<file path="config.mk">
export PLATFORM = sky130hd
export DESIGN_NAME = display_counter
export DESIGN_NICKNAME = d
export VERILOG_FILES = /design/src/rtl/display_counter_pkg.sv /design/src/rtl/digit_cell.sv /design/src/rtl/display_counter.sv
export SDC_FILE = /design/constraint.sdc
export NUM_CORES = 1
export LEC_CHECK = 0
export CAP_MARGIN = 25
export CORE_ASPECT_RATIO = 0.8
export CORE_MARGIN = 4
export CORE_UTILIZATION = 45
export CTS_CLUSTER_DIAMETER = 80
export CTS_CLUSTER_SIZE = 14
export DETAILED_ROUTE_END_ITERATION = 7
export HOLD_SLACK_MARGIN = 0.1
export PLACE_DENSITY = 0.74
export SYNTH_ARGS = -nofsm -noshare
export SYNTH_HDL_FRONTEND = slang
export SYNTH_HIERARCHICAL = 1
export SYNTH_SLANG_ARGS = --single-unit
</file>
<file path="constraint.sdc">
create_clock -name slow_clk -period 9.5 [get_ports slow_clk]
set_clock_uncertainty 0.1 [all_clocks]
set_input_delay 2.85 -clock slow_clk [delete_from_list [all_inputs] [get_ports slow_clk]]
set_output_delay 2.85 -clock slow_clk [all_outputs]
set_load 0.05 [all_outputs]
</file>
<file path="src/rtl/display_counter_pkg.sv">
// Shared digit type and helpers for the multi-digit display counter.
package display_counter_pkg;

    localparam int DIGIT_BITS = 4;

    typedef logic [DIGIT_BITS-1:0] digit_t;

    // Loaded digits outside the radix are pulled down to the largest legal digit.
    function automatic digit_t clamp_digit(digit_t d, int unsigned base);
        if ({28'd0, d} >= base)
            return digit_t'(base - 1);
        return d;
    endfunction

endpackage

</file>
<file path="src/rtl/digit_cell.sv">
// One radix-BASE digit: register, load with clamp, and a single inc/dec step.
module digit_cell
    import display_counter_pkg::*;
#(
    parameter int BASE = 10
) (
    input  logic   slow_clk,
    input  logic   rst,
    input  logic   load_i,
    input  digit_t load_val_i,
    input  logic   step_i,
    input  logic   down_i,
    output digit_t digit_o,
    output logic   carry_o
);

    localparam digit_t MAX_D = digit_t'(BASE - 1);

    digit_t digit_q, digit_d;

    always_comb begin
        digit_d = digit_q;
        if (load_i) begin
            digit_d = clamp_digit(load_val_i, BASE);
        end else if (step_i) begin
            if (down_i)
                digit_d = (digit_q == '0) ? MAX_D : digit_q - 4'd1;
            else
                digit_d = (digit_q == MAX_D) ? '0 : digit_q + 4'd1;
        end
    end

    always_ff @(posedge slow_clk or posedge rst) begin
        if (rst) digit_q <= '0;
        else     digit_q <= digit_d;
    end

    // Carry/borrow passes upward only when this digit rolls over on this step.
    assign carry_o = step_i & (down_i ? (digit_q == '0) : (digit_q == MAX_D));
    assign digit_o = digit_q;

endmodule

</file>
<file path="src/rtl/display_counter.sv">
// Multi-digit up/down display counter with load, wrap/saturate, and blanking mask.
module display_counter #(
    parameter int NUM_DIGITS = 8,
    parameter int DIGIT_BITS = 4,
    parameter int BASE       = 10
) (
    input  logic                             slow_clk,
    input  logic                             rst,
    input  logic                             in_enable,
    input  logic                             in_down,
    input  logic                             in_saturate,
    input  logic                             in_load,
    input  logic [NUM_DIGITS*DIGIT_BITS-1:0] in_load_value,
    output logic [NUM_DIGITS*DIGIT_BITS-1:0] out_digits,
    output logic [NUM_DIGITS-1:0]            out_blank,
    output logic                             out_wrap,
    output logic                             out_at_max,
    output logic                             out_at_zero
);
    import display_counter_pkg::*;

    localparam digit_t MAX_D = digit_t'(BASE - 1);

    logic [NUM_DIGITS-1:0][DIGIT_BITS-1:0] digits;
    logic [NUM_DIGITS:0]                   step;
    logic                                  at_bound;
    logic                                  wrap_q, wrap_d;

    // A saturating step at the bound is suppressed at its source so nothing ripples.
    assign at_bound = in_down ? out_at_zero : out_at_max;
    assign step[0]  = in_enable & ~in_load & ~(in_saturate & at_bound);

    for (genvar i = 0; i < NUM_DIGITS; i++) begin : g_cell
        digit_cell #(.BASE(BASE)) u_cell (
            .slow_clk   (slow_clk),
            .rst        (rst),
            .load_i     (in_load),
            .load_val_i (in_load_value[i*DIGIT_BITS +: DIGIT_BITS]),
            .step_i     (step[i]),
            .down_i     (in_down),
            .digit_o    (digits[i]),
            .carry_o    (step[i+1])
        );
    end

    assign out_digits = digits;

    always_comb begin
        out_at_max  = 1'b1;
        out_at_zero = 1'b1;
        for (int i = 0; i < NUM_DIGITS; i++) begin
            if (digits[i] != MAX_D) out_at_max  = 1'b0;
            if (digits[i] != '0)    out_at_zero = 1'b0;
        end
    end

    always_comb begin
        logic zero_above;
        zero_above = 1'b1;
        out_blank  = '0;
        for (int i = NUM_DIGITS - 1; i >= 0; i--) begin
            zero_above   = zero_above & (digits[i] == '0);
            out_blank[i] = zero_above;
        end
        // The ones digit is always shown, even for a zero count.
        out_blank[0] = 1'b0;
    end

    // A carry out of the top digit means the whole count rolled over.
    assign wrap_d = step[NUM_DIGITS];

    always_ff @(posedge slow_clk or posedge rst) begin
        if (rst) wrap_q <= 1'b0;
        else     wrap_q <= wrap_d;
    end

    assign out_wrap = wrap_q;

endmodule

</file>
== Yosys cells after proc, flatten, opt, wreduce, memory -nomap -nowiden ==
Cells that the tools add are included.
Widths: inputs -> output; s select.

* Register bits after elaboration: 33
* Bits in latches: 0
* Memory bits (writable): 0
* Bits in read-only memories: 0
* Input bits: 38
* Word-level logic and storage cells: 189
* Memories kept: 0

* Add/subtract/negate cells: 16
* $mul: 0
* Divide/modulo/power cells: 0
* $lt $le $gt $ge: 8
* Equality and inequality tests: 16
* Shifts and indexed selects: 0
* Mux-type cells: 97
* Bitwise gates (word level): 19
* Reductions and logical operators: 24

{| class="wikitable"
|+ Operators by type and width
! operator !! number
|-
| $mux 4 || 56
|-
| $mux 1 || 41
|-
| $add 4x1->4 const B || 8
|-
| $eq 4x4->1 const B || 8
|-
| $ge 4x4->1 const B || 8
|-
| $logic_not 4->1 || 8
|-
| $ne 4x4->1 const B || 8
|-
| $reduce_bool 4->1 || 8
|-
| $sub 4x1->4 const B || 8
|-
| $and 1x1->1 || 17
|-
| $reduce_bool 2->1 || 8
|-
| $not 1->1 || 2
|}

== Depth between registers and ports, before layout ==
Gate-level depths: netlist of run 1.

* Depth after elaboration: 22
* Depth in mapped cells: 21

== By module ==
Netlist of run 1, hierarchy kept.

{| class="wikitable"
|+ Modules (own cells, without submodules)
! module !! times used !! cells an instance !! area each (µm²) !! sequential area each (µm²)
|-
| digit_cell || 8 || 43 || 379.1 || 100.1
|-
| display_counter || 1 || 37 || 280.3 || 25.0
|}

== Worst setup path before layout of run 1 ==
No wires, ideal clock.

* Kind: input to register
* From: in in_saturate
* To: reg g_cell[7].u_cell.digit_q[1]
* Setup time: 0.066 ns
* Arrival time: 8.619 ns
* Data required time: 9.334 ns
* Setup slack: 0.715 ns
* Cell stages on the path: 19
* Path buffers: 0
* Cell sequence: and2_1 > a221oi_2 > inv_1 > a2111oi_2 > inv_1 > a2111oi_2 > inv_1 > a2111oi_2 > inv_1 > a2111oi_2 > inv_1 > a2111oi_2 > inv_1 > a2111oi_2 > inv_1 > a2111oi_2 > inv_1 > a2111oi_0 > o31a_1

* Cells in the longest elaborated chain, start to end: 11

{| class="wikitable"
|+ Ends and longest elaborated chain
! item !! line !! text
|-
| from (decl) || display_counter.sv:11 || <nowiki>input logic in_saturate,</nowiki>
|-
| $and 1x1->1 || display_counter.sv:31 || <nowiki>assign step[0] = in_enable & ~in_load & ~(in_saturate & at_bound);</nowiki>
|-
| $not 1->1 || display_counter.sv:31 ||
|-
| $and 1x1->1 || display_counter.sv:31 ||
|-
| net step[0] || display_counter.sv:25 || <nowiki>logic [NUM_DIGITS:0] step;</nowiki>
|-
| $and 1x1->1 || digit_cell.sv:39 || <nowiki>assign carry_o = step_i & (down_i ? (digit_q == '0) : (digit_q == MAX_D));</nowiki>
|-
| net step[1] || display_counter.sv:25 ||
|-
| $and 1x1->1 || digit_cell.sv:39 ||
|-
| net step[2] || display_counter.sv:25 ||
|-
| [... 1 more ...] || - ||
|-
| net step[3] || display_counter.sv:25 ||
|-
| [... 1 more ...] || - ||
|-
| net step[4] || display_counter.sv:25 ||
|-
| $and 1x1->1 || digit_cell.sv:39 ||
|-
| net step[5] || display_counter.sv:25 ||
|-
| $and 1x1->1 || digit_cell.sv:39 ||
|-
| net step[6] || display_counter.sv:25 ||
|-
| $and 1x1->1 || digit_cell.sv:39 ||
|-
| net step[7] || display_counter.sv:25 ||
|-
| $reduce_bool 2->1 (no line) || - ||
|-
| to (signal assigned) || digit_cell.sv:35 || <nowiki>else digit_q <= digit_d;</nowiki>
|-
| to (decl) || digit_cell.sv:19 || <nowiki>digit_t digit_q, digit_d;</nowiki>
|}

The timed path passes the listed nets, and every way through them passes these cells.
A chain may end at the register's enable or synchronous reset.

== Worst setup path after layout of run 1 ==
Ends and elaborated chain as after synthesis.

==> metrics.yaml, run 1 <==
overflow: 0
diodes: 0
status: "completed"
synth_seq_cells: 33
end_kind: "flop"
synthFlopType: "dfrtp_1"
ys_top_cells_by_count: "inv_1, o21ai_0, dfrtp_1"
cp.arrival_ns: 8.97
synthArstFlopShare_pct: 100
powerDensity_nw_per_um2: 121
wl_per_cell_um: 16.9
synth_most_common_cell: "inv_1"
drtIter0Drc: 281
drv_slew: 0
fmax_ghz: 0.113
crit_chain: "clkdlybuf4s50_1 > and2_1 > a221oi_2 > inv_1 > a2111oi_2 > buf_4 > inv_1 > a2111oi_2 > buf_4 > inv_1 > a2111oi_2 > buf_4 > inv_1 > a2111oi_2 > buf_4 > inv_1 > a2111oi_2 > inv_1 > a2111oi_2 > inv_1 > a2111oi_4 > inv_1 > a2111oi_0 > o31a_1"
rsz0062_at_grt: "false"
yosysSeqAreaShare_pct: 24.9
grt_max_degree: 65
grt_pass1_wl_um: 15400
cpPeakStageDelay_ns: 0.63
synth_edf_count: 0
synth_area_per_cell_sq_um: 8.70
coreArea_sq_um: 7030
synth_top_area_cell: "dfrtp_1"
comb_power_share_pct: 34.5
grt_pass1_vias: 3182
hold_viol_final: 0
synth_top_area_share_pct: 24.9
cts_tree: "done"
netSwitchingFraction_pct: 38.6
start_util_pct: 47.2
vdd_ir_drop_max_mv: 0.0779
totalWireLength_um: 9210
power.switching_w: 0.000199
insertion_delay_ns: 0.29
synth_cell_types: 39
power_w: 0.000516
synth_area_sq_um: 3310
ctsHoldBuffers: 0
critical_path_class: "primary input to flop"
ys_warn_count: 6
fin_crit_sh_pct: 93.0
cp.required_ns: 9.63
period_needed_ns: 8.84
p_seq_share_pct: 38.5
syn_inst: 381
fin_cells: 545
port_buffers: 79
cts_buffer_depth: 2
clkSinkCount: 33
crit_family: "compound AO/OA/AOI/OAI gates"
die_h_um: 84.7
cp_common_cell: "inv_1"
hp-class: "flop to flop"
cts_root_buf: "clkbuf_8"
grt_usage_pct: 20.7
htree_levels: 2
start_kind: "primary input"
numCtsBuffers: 5
dr.pass1.iters: 5
gp_congestion: 0.805
synth_area_leaders: "dfrtp_1, xnor2_1, o21ai_0"
area_growth_pct: 28.3
fp-row-count: 27
fin_nets: 495
tightest_slew_ns: 0.762
path_buf_inv: 13
final_layout_size_suffix_gt1_share_pct: 8.73
crit_fanout: 7
tns_ns: 0
slew-limit-headroom_pct: 49.1
ios: 81
hpwlAfterDp_um: 6670
ant_nets: 0
maxCapViolCount: 0
crit_slowest_cell: "a2111oi_2"
vias: 3253
finalSetupViolations: 0
antenna_found_initial: 0
internal_power_w: 0.000316
clk_pin_slew_worst_paths_ns: 0.08
power.leakage_nw: 1.59
remaining_drc_errors: 0
via_per_inst: 5.97
fp.dieArea_sq_um: 8810
dp_cells: 537
p_clk_share_pct: 27.0
syn_nets: 419
die_w_um: 104
==> through the flow <==
stage          utilization [%]  instance area, sq um  hold slack [ns]  worst slack (ns)
2_1_floorplan                -                  3310            0.764             0.715
3_3_place_gp              58.6                  4120            0.547             0.570
3_5_place_dp              58.6                  4120            0.552             0.208
4_1_cts                   60.3                  4240            0.561             0.484
5_1_grt                   60.5                  4250            0.619            0.0389
6_report                  60.5                  4250            0.575             0.661
==> cell usage in the layout (no fill, tap or decap), types with 8 or more instances in the layout <==
cell	netlist	layout
o31ai_1	8	8
a311oi_1	8	8
nor3b_1	16	16
a221oi_1	8	8
a31oi_1	8	8
o32ai_1	8	8
nand2_1	8	8
clkdlybuf4s50_1	0	77
nor4bb_1	8	8
and2_1	25	25
inv_1	43	43
nand3b_1	8	8
a2111oi_0	8	8
or3b_1	8	8
o31a_1	8	8
dfrtp_1	33	33
o21ai_0	40	40
nand2b_1	17	17
nor4b_1	8	8
and3b_2	8	8
xnor2_1	24	24
o21a_1	16	16
o211a_1	8	8
==> worst register-to-register path: cells and delay by family (launching register included) <==
kind	cells	cell delay [ns]
and+or+nand+nor	3	0.53
DFF	1	0.66
AOI/OAI and AO/OA	10	3.65
buffers and inverters	12	1.88
==> flip-flops by register name, summed over array words and instances (netlist names) <==
name / cells
g_cell.u_cell/digit_o: 32
out_wrap: 1
==> per-layer routing <==
layer | GRT usage [%] | routed length (um)
met2 | 32.2 | 4190
met3 | 4.61 | 575
met5 | 0 | 0
met4 | 3.26 | 20
met1 | 30.0 | 4420
==> layout make-up <==
class                      count  area, sq um
inverter                      43          161
clock buffer                   6         82.6
sequential                    33          826
fill                         623         2780
clock inverter                 2         37.5
timing repair buffer          86          833
tap                           87          109
multi-input combinational    288         2200
==> cell families after synthesis <==
logic type      count (synthesis)  share of synthesized area, %
buf+inv                        60                          9.03
xor+xnor                       24                          6.34
other cells                     1                         0.113
flops                          33                          24.9
simple gates                  134                          29.5
compound gates                129                          30.1
==> power groups by stage <==
stage / Sequential (W) / Clock [W] / Combinational, W
6_report: 0.000198 / 0.000139 / 0.000178
5_1_grt: 0.000204 / 0.000150 / 0.000191
4_1_cts: 0.000197 / 0.000143 / 0.000178
3_5_place_dp: 0.000200 / 0 / 0.000178
3_3_place_gp: 0.000199 / 0 / 0.000175
2_1_floorplan: 0.000223 / 0 / 0.0000902
==> path summary, 6_finish.rpt <==
path,slack [ns],to,cells past startpoint,start
worst min register to register,0.57,out_wrap,1,g_cell[7].u_cell/digit_o[2]
min in group asynchronous,2.94,out_wrap,2,rst
worst min-delay path,0.57,out_wrap,1,g_cell[7].u_cell/digit_o[2]
worst max-delay path,0.66,g_cell[7].u_cell/digit_o[1],24,in_saturate
worst max register to register,2.63,g_cell[7].u_cell/digit_o[1],25,g_cell[3].u_cell/digit_o[0]
max in group asynchronous,6.06,g_cell[3].u_cell/digit_o[3],2,rst
==> repair_timing <==
action	in CTS	in global routing
resized for setup	0	1
buffers inserted	0	0
setup endpoints to repair	0	3
No activity file was read; power rests on OpenSTA's default activity.
==> inputs of run 2 (changes only) <==
--- a/config.mk
+++ b/config.mk
@@ -8,12 +8,12 @@
 export CAP_MARGIN = 25
 export CORE_ASPECT_RATIO = 0.8
 export CORE_MARGIN = 4
-export CORE_UTILIZATION = 45
+export CORE_UTILIZATION = 40
 export CTS_CLUSTER_DIAMETER = 80
 export CTS_CLUSTER_SIZE = 14
 export DETAILED_ROUTE_END_ITERATION = 7
 export HOLD_SLACK_MARGIN = 0.1
-export PLACE_DENSITY = 0.74
+export PLACE_DENSITY = 0.67
 export SYNTH_ARGS = -nofsm -noshare
 export SYNTH_HDL_FRONTEND = slang
 export SYNTH_HIERARCHICAL = 1
==> run 2 against run 1 <==
Against the previous run: sequential share of layout area increased by 0.12 points; die area increased by 11%; cell count increased by 3.7%; first-iteration DRC count decreased by 28%; clock-buffer cell count decreased by 1; critical path type unchanged; critical endpoint unchanged; highest routed layer unchanged.
==> metrics.yaml, run 2 (synthesis results as in run 1) <==
setup_ws_ns: 0.741  # was 0.661 ns
antenna_found_initial: 0  # unchanged
tns_ns: 0  # unchanged
fin_crit_sh_pct: 92.2  # was 93.0%
hold_viol_final: 0  # unchanged
busiest_layer: "met2"  # unchanged
internal_power_w: 0.000279  # was 0.000316 W
largest_reg_flops: 32  # unchanged
period_needed_ns: 8.76  # was 8.84 ns
p_clk_share_pct: 20.7  # was 27.0%
dp_slack_ns: 0.547  # was 0.208 ns
drtIter0Drc: 202  # was 281
status: "completed"  # unchanged
dr.pass1.iters: 4  # was 5
multi_input_area_sq_um: 2190  # was 2200 sq um
fillers: 753  # was 623
postCtsSetupBuffers: 0  # unchanged
grt_pass1_vias: 3089  # was 3182
gp_congestion: 0.785  # was 0.805
die_w_um: 110  # was 104 um
diodes: 0  # unchanged
htree_levels: 2  # unchanged
via_per_inst: 5.75  # was 5.97
fmax_ghz: 0.114  # was 0.113 GHz
met1_usage_pct: 27.4  # was 30.0%
crit_fanout: 7  # unchanged
netSwitchingFraction_pct: 41.1  # was 38.6%
clk_pin_slew_worst_paths_ns: 0.06  # was 0.08 ns
port_buffers: 79  # unchanged
tightest_slew_ns: 0.842  # was 0.762 ns
ios: 81  # unchanged
fp.dieArea_sq_um: 9810  # was 8810 sq um
comb_power_share_pct: 37.4  # was 34.5%
fin_area_sq_um: 4230  # was 4250 sq um
vias: 3246  # was 3253
totalWireLength_um: 9110  # was 9210 um
grt_usage_pct: 18.7  # was 20.7%
finalSetupViolations: 0  # unchanged
layout_commonest_cell: "clkdlybuf4s50_1"  # unchanged
insertion_delay_ns: 0.29  # about the same
slew-limit-headroom_pct: 43.7  # was 49.1%
hpwlAfterDp_um: 6510  # was 6670 um
cts_tree: "done"  # unchanged
critical_path_class: "primary input to flop"  # unchanged
cp.arrival_ns: 8.88  # was 8.97 ns
cts_root_buf: "clkbuf_8"  # unchanged
numCtsBuffers: 5  # unchanged
ctsHoldBuffers: 0  # unchanged
remaining_drc_errors: 0  # unchanged
mostFrequentLayoutCells: "clkdlybuf4s50_1, inv_1, o21ai_0"  # unchanged
use_met3_pct: 3.03  # was 4.61%
clkSinkCount: 33  # unchanged
grt_pass1_wl_um: 14800  # was 15400 um
vdd_ir_drop_max_mv: 0.0501  # was 0.0779 mV
cp.required_ns: 9.62  # was 9.63 ns
start_util_pct: 41.5  # was 47.2%
hp-class: "flop to flop"  # unchanged
post_cts_resized: 0  # unchanged
coreArea_sq_um: 7980  # was 7030 sq um
regArea_sq_um: 826  # unchanged
drv_slew: 0  # unchanged
overflow: 0  # unchanged
maxCapViolCount: 0  # unchanged
met2_usage_pct: 29.5  # was 32.2%
die_h_um: 89.4  # was 84.7 um
cts_buffer_depth: 2  # unchanged
fin_nets: 496  # was 495
wl_per_cell_um: 16.1  # was 16.9 um
p_seq_share_pct: 42.0  # was 38.5%
final_layout_size_suffix_gt1_share_pct: 8.53  # was 8.73%
dp_cells: 559  # was 537
end_kind: "flop"  # unchanged
ant_nets: 0  # unchanged
start_kind: "primary input"  # unchanged
power.switching_w: 0.000195  # was 0.000199 W
grt_max_degree: 65  # unchanged
place_area_sq_um: 4150  # was 4120 sq um
fp-row-count: 29  # was 27
fin_cells: 565  # was 545
power.leakage_nw: 1.58  # was 1.59 nW
powerDensity_nw_per_um2: 112  # was 121 nW/um^2
rsz0062_at_grt: "false"  # unchanged
area_growth_pct: 27.5  # was 28.3%
power_w: 0.000474  # was 0.000516 W
run 2: cell count changes in the layout (fill, tap and decap cells not counted):
cell        change
a2111oi_4       -1
clkbuf_8        -1
clkinvlp_4      -1
clkinv_2        +1
buf_4           +1
bufinv_16       -1
a2111oi_2       +1
run 2: layout make-up:
class | count | share of cell area (%)
Multi-Input combinational cell | 288 | 51.8
Timing Repair Buffer | 87 | 19.9
Sequential cell | 33 | 19.5
Inverter | 43 | 3.82
Tap cell | 108 | 3.20
Clock buffer | 5 | 1.63
Clock inverter | 1 | 0.118
run 2: power groups by stage:
stage               clock network, W  logic [W]  registers (W)
floorplan                          0  0.0000902       0.000223
global placement                   0   0.000175       0.000199
detailed placement                 0   0.000177       0.000201
CTS                         0.000101   0.000178       0.000198
global route                0.000107   0.000191       0.000204
finish                     0.0000980   0.000177       0.000199
run 2: metal layers:
| metal | share of wire [%] | wire (um) |
|---|---|---|
| met5 | 0 | 0 |
| met4 | 0.47 | 43 |
| met3 | 5.7 | 520 |
| met2 | 45 | 4130 |
| met1 | 48 | 4420 |
run 2: path summary, 6_finish.rpt:
path | from | to | slack, ns | cells past startpoint
min in group asynchronous | rst | out_wrap | 2.97 | 2
hold / removal | g_cell[7].u_cell/digit_o[2] | out_wrap | 0.59 | 1
setup reg to reg | g_cell[7].u_cell/digit_o[0] | g_cell[7].u_cell/digit_o[1] | 2.74 | 26
max in group asynchronous | rst | g_cell[5].u_cell/digit_o[1] | 6.02 | 2
hold reg to reg | g_cell[7].u_cell/digit_o[2] | out_wrap | 0.59 | 1
setup / recovery | in_saturate | g_cell[7].u_cell/digit_o[1] | 0.74 | 25
run 2: stage by stage:
stage / hold slack, ns / util [%]
after floorplan: 0.764 / -
after global routing: 0.628 / 52.9
final: 0.594 / 52.9
after CTS: 0.575 / 52.9
after global placement: 0.543 / 52.0
after detailed placement: 0.563 / 52.0
run 2: critical path, cell delays in order:
cell	delay, ns
clkdlybuf4s50_1	0.41
and2_1	0.17
a221oi_2	0.51
inv_1	0.16
a2111oi_2	0.22
buf_4	0.20
inv_1	0.07
a2111oi_2	0.20
buf_4	0.20
inv_1	0.08
a2111oi_2	0.21
buf_4	0.20
inv_1	0.08
a2111oi_2	0.20
buf_4	0.20
inv_1	0.07
a2111oi_2	0.21
buf_4	0.21
inv_1	0.07
a2111oi_2	0.66
inv_1	0.19
a2111oi_2	0.65
inv_1	0.20
a2111oi_0	0.46
o31a_1	0.20
